===== src/rtl/prbs_ber_seq.sv =====
// BER measurement sequencer: resets the PRBS checker, waits for lock, then counts
// checked bits and errors over a programmed window with bounded retry on failure.
module prbs_ber_seq #(
  parameter int CNT_W       = 32,
  parameter int ERR_W       = 16,
  parameter int RST_CYCLES  = 4,
  parameter int ACQ_TIMEOUT = 2048,
  parameter int MAX_RETRY   = 3
) (
  input  logic             clk,
  input  logic             rst,
  input  logic             start,
  input  logic             abort,
  input  logic [CNT_W-1:0] cfg_window,
  input  logic [ERR_W-1:0] cfg_err_limit,
  input  logic             chk_sync,
  input  logic             bit_vld,
  input  logic             bit_err,
  output logic             chk_rst_n,
  output logic             busy,
  output logic             done,
  output logic             pass,
  output logic [1:0]       fail_code,
  output logic [CNT_W-1:0] bit_total,
  output logic [ERR_W-1:0] err_total,
  output logic [2:0]       retry_cnt,
  output logic [2:0]       state
);

  typedef enum logic [2:0] {
    IDLE    = 3'd0,
    CHK_RST = 3'd1,
    ACQUIRE = 3'd2,
    MEASURE = 3'd3,
    DONE    = 3'd4
  } state_t;

  localparam int RST_W = $clog2(RST_CYCLES + 1);
  localparam int ACQ_W = $clog2(ACQ_TIMEOUT);
  localparam logic [RST_W-1:0] RST_LAST  = RST_W'(RST_CYCLES - 1);
  localparam logic [ACQ_W-1:0] ACQ_LAST  = ACQ_W'(ACQ_TIMEOUT - 1);
  localparam logic [2:0]       RETRY_MAX = 3'(MAX_RETRY);
  localparam logic [1:0] FC_NONE  = 2'd0;
  localparam logic [1:0] FC_ACQ   = 2'd1;
  localparam logic [1:0] FC_SYNC  = 2'd2;
  localparam logic [1:0] FC_ABORT = 2'd3;

  state_t           st;
  logic [RST_W-1:0] rst_cnt;
  logic [ACQ_W-1:0] acq_cnt;
  logic [CNT_W-1:0] window;
  logic [ERR_W-1:0] err_limit;
  logic [CNT_W-1:0] bits_next;
  logic [ERR_W-1:0] errs_next;
  logic             win_end;
  logic             fail_now;
  logic [1:0]       fail_cause;

  function automatic logic [ERR_W-1:0] sat_inc(input logic [ERR_W-1:0] v);
    return (&v) ? v : v + 1'b1;
  endfunction

  assign bits_next = bit_total + 1'b1;
  assign errs_next = bit_err ? sat_inc(err_total) : err_total;
  assign win_end   = bit_vld && (bits_next == window);

  // Window completion outranks a simultaneous loss of sync.
  always_comb begin
    fail_now   = 1'b0;
    fail_cause = FC_NONE;
    if (st == ACQUIRE && !chk_sync && acq_cnt == ACQ_LAST) begin
      fail_now   = 1'b1;
      fail_cause = FC_ACQ;
    end
    if (st == MEASURE && !chk_sync && !win_end) begin
      fail_now   = 1'b1;
      fail_cause = FC_SYNC;
    end
  end

  always_ff @(posedge clk or negedge rst) begin
    if (!rst) begin
      st        <= IDLE;
      rst_cnt   <= '0;
      acq_cnt   <= '0;
      window    <= '0;
      err_limit <= '0;
      pass      <= 1'b0;
      fail_code <= FC_NONE;
      bit_total <= '0;
      err_total <= '0;
      retry_cnt <= '0;
    end else if (abort && (st == CHK_RST || st == ACQUIRE || st == MEASURE)) begin
      st        <= DONE;
      pass      <= 1'b0;
      fail_code <= FC_ABORT;
    end else if (fail_now) begin
      if (retry_cnt < RETRY_MAX) begin
        retry_cnt <= retry_cnt + 1'b1;
        bit_total <= '0;
        err_total <= '0;
        rst_cnt   <= '0;
        st        <= CHK_RST;
      end else begin
        st        <= DONE;
        pass      <= 1'b0;
        fail_code <= fail_cause;
      end
    end else begin
      case (st)
        IDLE: begin
          if (start) begin
            window    <= (cfg_window == '0) ? CNT_W'(1) : cfg_window;
            err_limit <= cfg_err_limit;
            bit_total <= '0;
            err_total <= '0;
            pass      <= 1'b0;
            fail_code <= FC_NONE;
            retry_cnt <= '0;
            rst_cnt   <= '0;
            st        <= CHK_RST;
          end
        end
        CHK_RST: begin
          if (rst_cnt == RST_LAST) begin
            acq_cnt <= '0;
            st      <= ACQUIRE;
          end else begin
            rst_cnt <= rst_cnt + 1'b1;
          end
        end
        ACQUIRE: begin
          if (chk_sync) st <= MEASURE;
          else          acq_cnt <= acq_cnt + 1'b1;
        end
        MEASURE: begin
          if (bit_vld) begin
            bit_total <= bits_next;
            err_total <= errs_next;
            if (win_end) begin
              pass      <= (errs_next <= err_limit);
              fail_code <= FC_NONE;
              st        <= DONE;
            end
          end
        end
        DONE:    st <= IDLE;
        default: st <= IDLE;
      endcase
    end
  end

  assign chk_rst_n = (st != CHK_RST);
  assign busy      = (st != IDLE);
  assign done      = (st == DONE);
  assign state     = st;

endmodule


===== config.mk =====
export PLATFORM = sky130hd
export DESIGN_NAME = prbs_ber_seq
export DESIGN_NICKNAME = d
export VERILOG_FILES = /design/src/rtl/prbs_ber_seq.sv
export SDC_FILE = /design/constraint.sdc
export NUM_CORES = 1
export LEC_CHECK = 0
export ABC_AREA = 1
export CORE_ASPECT_RATIO = 2
export CORE_MARGIN = 4
export CORE_UTILIZATION = 30
export CTS_BUF_LIST = sky130_fd_sc_hd__clkbuf_4 sky130_fd_sc_hd__clkbuf_8 sky130_fd_sc_hd__clkbuf_16
export DETAILED_ROUTE_END_ITERATION = 16
export SLEW_MARGIN = 40
export SYNTH_ARGS = -nofsm -noshare
export SYNTH_HDL_FRONTEND = slang
export SYNTH_SLANG_ARGS = --single-unit

===== constraint.sdc =====
create_clock -name clk -period 3.4 [get_ports clk]
set_clock_uncertainty 0.2 [all_clocks]
set_input_delay 0.34 -clock clk [delete_from_list [all_inputs] [get_ports clk]]
set_output_delay 0.34 -clock clk [all_outputs]
set_load 0.005 [all_outputs]

# Word level (Yosys, flattened, before mapping)
# Index checks and enable logic that the tools add are counted.
dict set report word_totals {
  reg_bits 119
  in_bits 55
  out_inout_bits 60
  word_cells 117
}
dict set report classes {
  n_addsub 5
  magnitude_cmp 2
  eq_ne 20
  mux 51
  n_bitwise 2
  n_reduce_logical 27
}
# cell n
set ops {}
lappend ops {{2-to-1 mux 32 bit} 5}
lappend ops {{2-to-1 mux 16 bit} 6}
lappend ops {{case mux 32 bit (2 select lines)} 1}
lappend ops {{2-to-1 mux 3 bit} 15}
lappend ops {{adder 32 x 1 -> 32 bit, second input constant} 1}
lappend ops {{== test 32 bit} 1}
lappend ops {{zero test 32 bit} 1}
lappend ops {{case mux 16 bit (2 select lines)} 1}
lappend ops {{AND reduction 5 bit} 5}
lappend ops {{2-to-1 mux 11 bit} 2}
lappend ops {{case mux 11 bit (2 select lines)} 1}
lappend ops {{adder 16 x 1 -> 16 bit, second input constant} 1}
lappend ops {{<= comparator 16 bit} 1}
lappend ops {{AND reduction 16 bit} 1}
lappend ops {{2-to-1 mux 2 bit} 7}
lappend ops {{inequality test 3 bit, second input constant} 4}
lappend ops {{inequality test 4 x 3 -> 1 bit, second input constant} 3}
lappend ops {{case mux 3 bit (4 select lines)} 1}
lappend ops {{adder 11 x 1 -> 11 bit, second input constant} 1}
lappend ops {{== test 11 bit, second input constant} 1}
lappend ops {{== test 3 x 2 -> 1 bit, second input constant} 3}
lappend ops {{2-to-1 mux 1 bit} 9}
lappend ops {{nonzero test 3 bit} 3}
lappend ops {{AND reduction 4 bit} 2}
lappend ops {{other kinds (19)} 31}

# Logic depth before layout (Yosys ltp)
dict set report depth {
  ltp_word 9
  depth_mapped 25
  mapped_depth_nobuf 25
}

# Worst setup path before layout
# OpenSTA, ideal clock, no wires.
dict set report synth_path {
  path_kind {flip-flop to flip-flop}
  start {register err_total[0]}
  end {register pass}
  arrival_ns 2.878
  t_required_ns 3.077
  setup_slack_ns 0.199
  stages_incl_launch_ff 25
  n_path_buf 0
  period_less_slack_ns 3.201
  path_cell_list {dfrtp_1 > ha_1 > inv_1 > nor3_1 > nand2_1 > nor2_1 > nand4_1 > nand2_1 > inv_1 > nand2_1 > nor2_1 > nand2_1 > nor2_1 > xor2_1 > inv_1 > ha_1 > inv_1 > nor4_1 > nand2_1 > nand2_1 > o21ai_0 > nand2_1 > nor2_1 > nand2_1 > nand2_1}
}
dict set report synth_between {
  elab_chain_len 9
  word_cells_on_any_way 10
}
# item line
set synth_rtl {}
lappend synth_rtl {{start: declaration} 25} ;# output logic [ERR_W-1:0] err_total,
lappend synth_rtl {{start signal: assignment} 139} ;# err_total <= errs_next;
lappend synth_rtl {{adder 16 x 1 -> 16 bit or AND reduction 16 bit (tied branches)} 60} ;# return (&v) ? v : v + 1'b1;
lappend synth_rtl {{2-to-1 mux 16 bit} 60}
lappend synth_rtl {{2-to-1 mux 16 bit *} 64} ;# assign errs_next = bit_err ? sat_inc(err_total) : err_total;
lappend synth_rtl {{<= comparator 16 bit *} 141} ;# pass <= (errs_next <= err_limit);
lappend synth_rtl {{2-to-1 mux 1 bit *} 140} ;# if (win_end) begin
lappend synth_rtl {{2-to-1 mux 1 bit *} 137} ;# if (bit_vld) begin
lappend synth_rtl {{case mux 1 bit (2 select lines) *} 110} ;# case (st)
lappend synth_rtl {{2-to-1 mux 1 bit *} 97} ;# end else if (fail_now) begin
lappend synth_rtl {{2-to-1 mux 1 bit *} 93} ;# end else if (abort && (st == CHK_RST || st == ACQUIRE || st == MEASURE)) begin
lappend synth_rtl {{end signal: assignment} 141}
lappend synth_rtl {{end: declaration} 22} ;# output logic pass,
# Mark *: on every way between the ends. The rest lies on a longest branch, timed or not. The select of a mux whose other input is x is not followed.
# A chain may end at the register's enable or synchronous reset.

# Worst setup path after layout
dict set report layout_path {
  start {register bit_total[13]}
  end {register bit_total[1]}
}
dict set report layout_between {
  elab_chain_len 8
  word_cells_on_any_way 12
}
# item line
set layout_rtl {}
lappend layout_rtl {{start: declaration} 24} ;# output logic [CNT_W-1:0] bit_total,
lappend layout_rtl {{start signal: assignment} 138} ;# bit_total <= bits_next;
lappend layout_rtl {{adder 32 x 1 -> 32 bit *} 63} ;# assign bits_next = bit_total + 1'b1;
lappend layout_rtl {{== test 32 bit *} 65} ;# assign win_end = bit_vld && (bits_next == window);
lappend layout_rtl {{logical AND 1 bit *} 65}
lappend layout_rtl {{zero test 1 bit *} 75} ;# if (st == MEASURE && !chk_sync && !win_end) begin
lappend layout_rtl {{logical AND 1 bit *} 75}
lappend layout_rtl {{2-to-1 mux 1 bit *} 75}
lappend layout_rtl {{inequality test 3 bit (no source line) (tied with other cells)} n/a}
lappend layout_rtl {{AND reduction 5 bit (no source line)} n/a}
# Mark *: on every way between the ends. The rest lies on a longest branch, timed or not.

==> out/qor.csv <==
stage,metric,value,unit
layout,multiInputGateArea,0.00476,mm2
floorplan,core.rowCount,84,
clocking,cts-buffers-inserted,17,
placed_design,dp_hpwl,22.2,mm
status,violations,negative setup slack,
logic_synthesis,synth_fp_nets,1295,
worst_setup_path,start_kind,register,
layout,drive_gt1_frac,0.174,
global_route,grt_pass1_wl,44.8,mm
sta,timing_worst_slew_pin_value,0.822,ns
global_route,overflow,0,
logic_synthesis,synthCells,1218,
logic_synthesis,synthArstFlopShare,1.00,
detailed_routing,firstDrtPassIters,5,
sta,drv_slew,0,
global_route,gr-usage-all-layers,0.201,
floorplan,die-width,124,um
sta,period_minus_slack,3.46,ns
layout,area_growth,41.1,%
worst_setup_path,crit_start,bit_total[13],
logic_synthesis,ys_seq_elements,119,
placed_design,placed_area,0.00995,mm2
worst_setup_path,r2r_end,bit_total[1],
worst_hold_path,hold_depth,3,
floorplan,ios,115,
worst_setup_path,crit_end,bit_total[1],
detailed_routing,wire_per_inst,17.2,um
detailed_routing,dr_total_vias,8668,
global_route,grt_max_degree,49,
sta,grt_setup_unrepaired,yes,
sta,slew_headroom,0.451,
logic_synthesis,synth_cell_types,39,
sta,hold_viol_final,0,
detailed_routing,detail-route-antenna-nets,0,
worst_setup_path,crit_path_end_kind,register,
floorplan,coreArea,0.0264,mm2
logic_synthesis,synthDominantCellAreaShare,0.370,
floorplan,die_area,0.0296,mm2
clocking,h-tree-depth,4,
logic_synthesis,synthTopCellsByCount,"441 x nand2_1, 139 x inv_1, 132 x nor2_1",
layout,design_area,0.0113,mm2
layout,seqCellArea,0.00298,mm2
layout,fill_cells,2718,
logic_synthesis,ys_seq_area_frac,0.370,
layout,fin_util,0.430,
sta,worst_slack,-0.0598,ns
detailed_routing,routed_wl,30.4,mm
sta,finalCritPeriodShare,1.02,
placed_design,place_congestion,0.930,
worst_setup_path,r2r-start,bit_total[13],
clocking,cts.sinks,119,
sta,fmax,289,MHz
logic_synthesis,synth-main-ff-cell,dfrtp_1,
floorplan,die_height,240,um
clocking,clk_pin_slew_worst_paths,0.06,ns
logic_synthesis,yosysMostFrequentCell,nand2_1,
power,power_density,664,mW/mm2
layout,layout.nets,1487,
detailed_routing,drc,0,
worst_setup_path,critical_path_class,register to register,
worst_setup_path,r2r_cells,23,
worst_setup_path,worstPathMaxFanout,8,
detailed_routing,via_per_inst,4.91,
logic_synthesis,synth_edf_count,0,
floorplan,start_util,0.305,
worst_setup_path,reg2reg_setup_slack,-0.06,ns
global_route,grt_pass1_vias,8679,
placed_design,io_buffers,114,
logic_synthesis,netlist_top_cells_area,"dfrtp_1 37%, nand2_1 21%, inv_1 6.5%, nor2_1 6.2%, o21ai_0 5.9%",
run,drv_cap,0,
power,ir_drop,0.381,mV
logic_synthesis,syn_area_per_cell,6.60,um2
worst_setup_path,worstPathRequired,3.58,ns
logic_synthesis,yosysWarnings,0,
global_route,antenna_found_initial,2,
sta,setup_viol,34,
worst_hold_path,hp-class,primary input to register,
detailed_routing,drt_iter0_markers,552,
logic_synthesis,synthDominantAreaCellType,dfrtp_1,
logic_synthesis,synth_area,0.00804,mm2
clocking,cts_tree,done,
clocking,clk_latency,0.45,ns
clocking,cts-root-buf,clkbuf_16,
power,leakage,5.45,nW
status,outcome,"complete, but fails checks",
clocking,cts.path.max_buffers,2,
worst_setup_path,arrival,3.64,ns
## worst max-delay path, cell delays in order, from the launching register on
cell and delay (ns):
dfrtp_2 0.45, nand2_1 0.13, nor2_1 0.23, nand2_1 0.15, nor2_4 0.27, buf_6 0.14
nand2_2 0.05, nand2_1 0.06, nand2_1 0.06, nand2_2 0.07, nand2_1 0.05, nor2_1 0.12
nand2_2 0.09, nor2_2 0.12, nand3_2 0.11, nand2_4 0.13, nand3_4 0.09, nand2_4 0.13
nand2_8 0.07, nor2_4 0.20, buf_12 0.17, clkbuf_16 0.18, nand2_1 0.06, nand2_1 0.06
## how the worst min path moves through the flow
| stage | to | start | slack (ns) |
|---|---|---|---|
| floorplan | acq_cnt[0] | rst | -0.16 |
| global placement | err_limit[11] | rst | 0.22 |
| detailed placement | err_limit[11] | rst | 0.22 |
| CTS | err_limit[4] | cfg_err_limit[4] | 0.24 |
| global route | err_limit[0] | cfg_err_limit[0] | 0.27 |
| finish | window[20] | cfg_window[20] | 0.26 |
## report_power, final
group	internal, W	switching, W	total (W)	leakage [nW]
clock network	0.00105	0.000688	0.00174	0.272
registers	0.00177	0.000239	0.00201	1.57
logic	0.00150	0.00229	0.00379	3.61
total	0.00432	0.00322	0.00754	5.45
## routing by layer
layer  track usage  wire length (um)  vias up
met5             0                 8        -
met4         0.111              1930        2
met3        0.0340              1280       97
met2         0.397             17400      248
met1         0.186              9790     4062
li1              -                 -     4259
## cell families after synthesis
kind of cell / count (synthesis) / share of synthesized area
xor+xnor: 17 / 0.0223
buf+inv: 174 / 0.0878
fa+ha+maj: 22 / 0.0342
simple gates: 734 / 0.388
flops: 119 / 0.370
compound gates: 152 / 0.0970
## through the flow
| stage | hold WS [ns] | instances | total power [W] | setup WS (ns) | TNS [ns] |
|---|---|---|---|---|---|
| final | 0.263 | 1767 | 0.00754 | -0.0598 | -0.684 |
| after detailed placement | 0.225 | 1701 | 0.00502 | -0.0603 | -0.0603 |
| after global routing | 0.267 | 1766 | 0.00800 | -0.234 | -8.80 |
| after floorplan | -0.156 | 1218 | 0.00377 | 0.199 | 0 |
| after global placement | 0.223 | 1701 | 0.00498 | -0.0222 | -0.0222 |
| after CTS | 0.236 | 1733 | 0.00680 | 0.00172 | 0 |
## repair_timing
item / in CTS / in global routing
endpoints found under the setup margin: 1 / 68
buffers inserted: 0 / 27
endpoints found under the hold margin: 45 / 0
cloned: 0 / 6
gates resized for setup: 2 / 141
hold buffers: 1 / 0
pin swaps: 0 / 37
## state kept, by name, summed over array words and instances (netlist names)
name       flops
bit_total     32
window        32
err_limit     16
err_total     16
acq_cnt       11
retry_cnt      3
rst_cnt        3
state          3
fail_code      2
pass           1
## area by class of cell
cell class / instances / share of cell area
clock inverter: 9 / 0.00684
timing repair buffer: 206 / 0.184
multi-input combinational: 925 / 0.419
clock buffer: 22 / 0.0419
inverter: 141 / 0.0467
antenna: 1 / 0.000221
tap: 344 / 0.0379
sequential: 119 / 0.263
## cell usage in the layout (no fill, tap or decap), types with 5 or more instances in the layout
cell | Yosys | final
nand2_1 | 441 | 393
inv_1 | 139 | 137
dfrtp_1 | 119 | 115
nor2_1 | 132 | 113
clkdlybuf4s50_1 | 0 | 113
o21ai_0 | 94 | 86
nand3_1 | 82 | 75
buf_4 | 0 | 66
nand2_2 | 7 | 44
a21oi_1 | 30 | 29
o21ai_1 | 20 | 21
clkbuf_16 | 0 | 21
nand4_1 | 19 | 19
ha_1 | 22 | 19
nor2_2 | 4 | 15
nor2_4 | 6 | 14
xor2_1 | 15 | 13
nand2_4 | 3 | 13
buf_12 | 0 | 12
nand3b_1 | 10 | 10
buf_6 | 6 | 10
nor4_1 | 9 | 8
nor3_1 | 8 | 7
nand3_2 | 1 | 7
o21ai_2 | 0 | 7
or2_2 | 5 | 5
clkinv_2 | 0 | 5
Power figures use the tool's default switching activity.
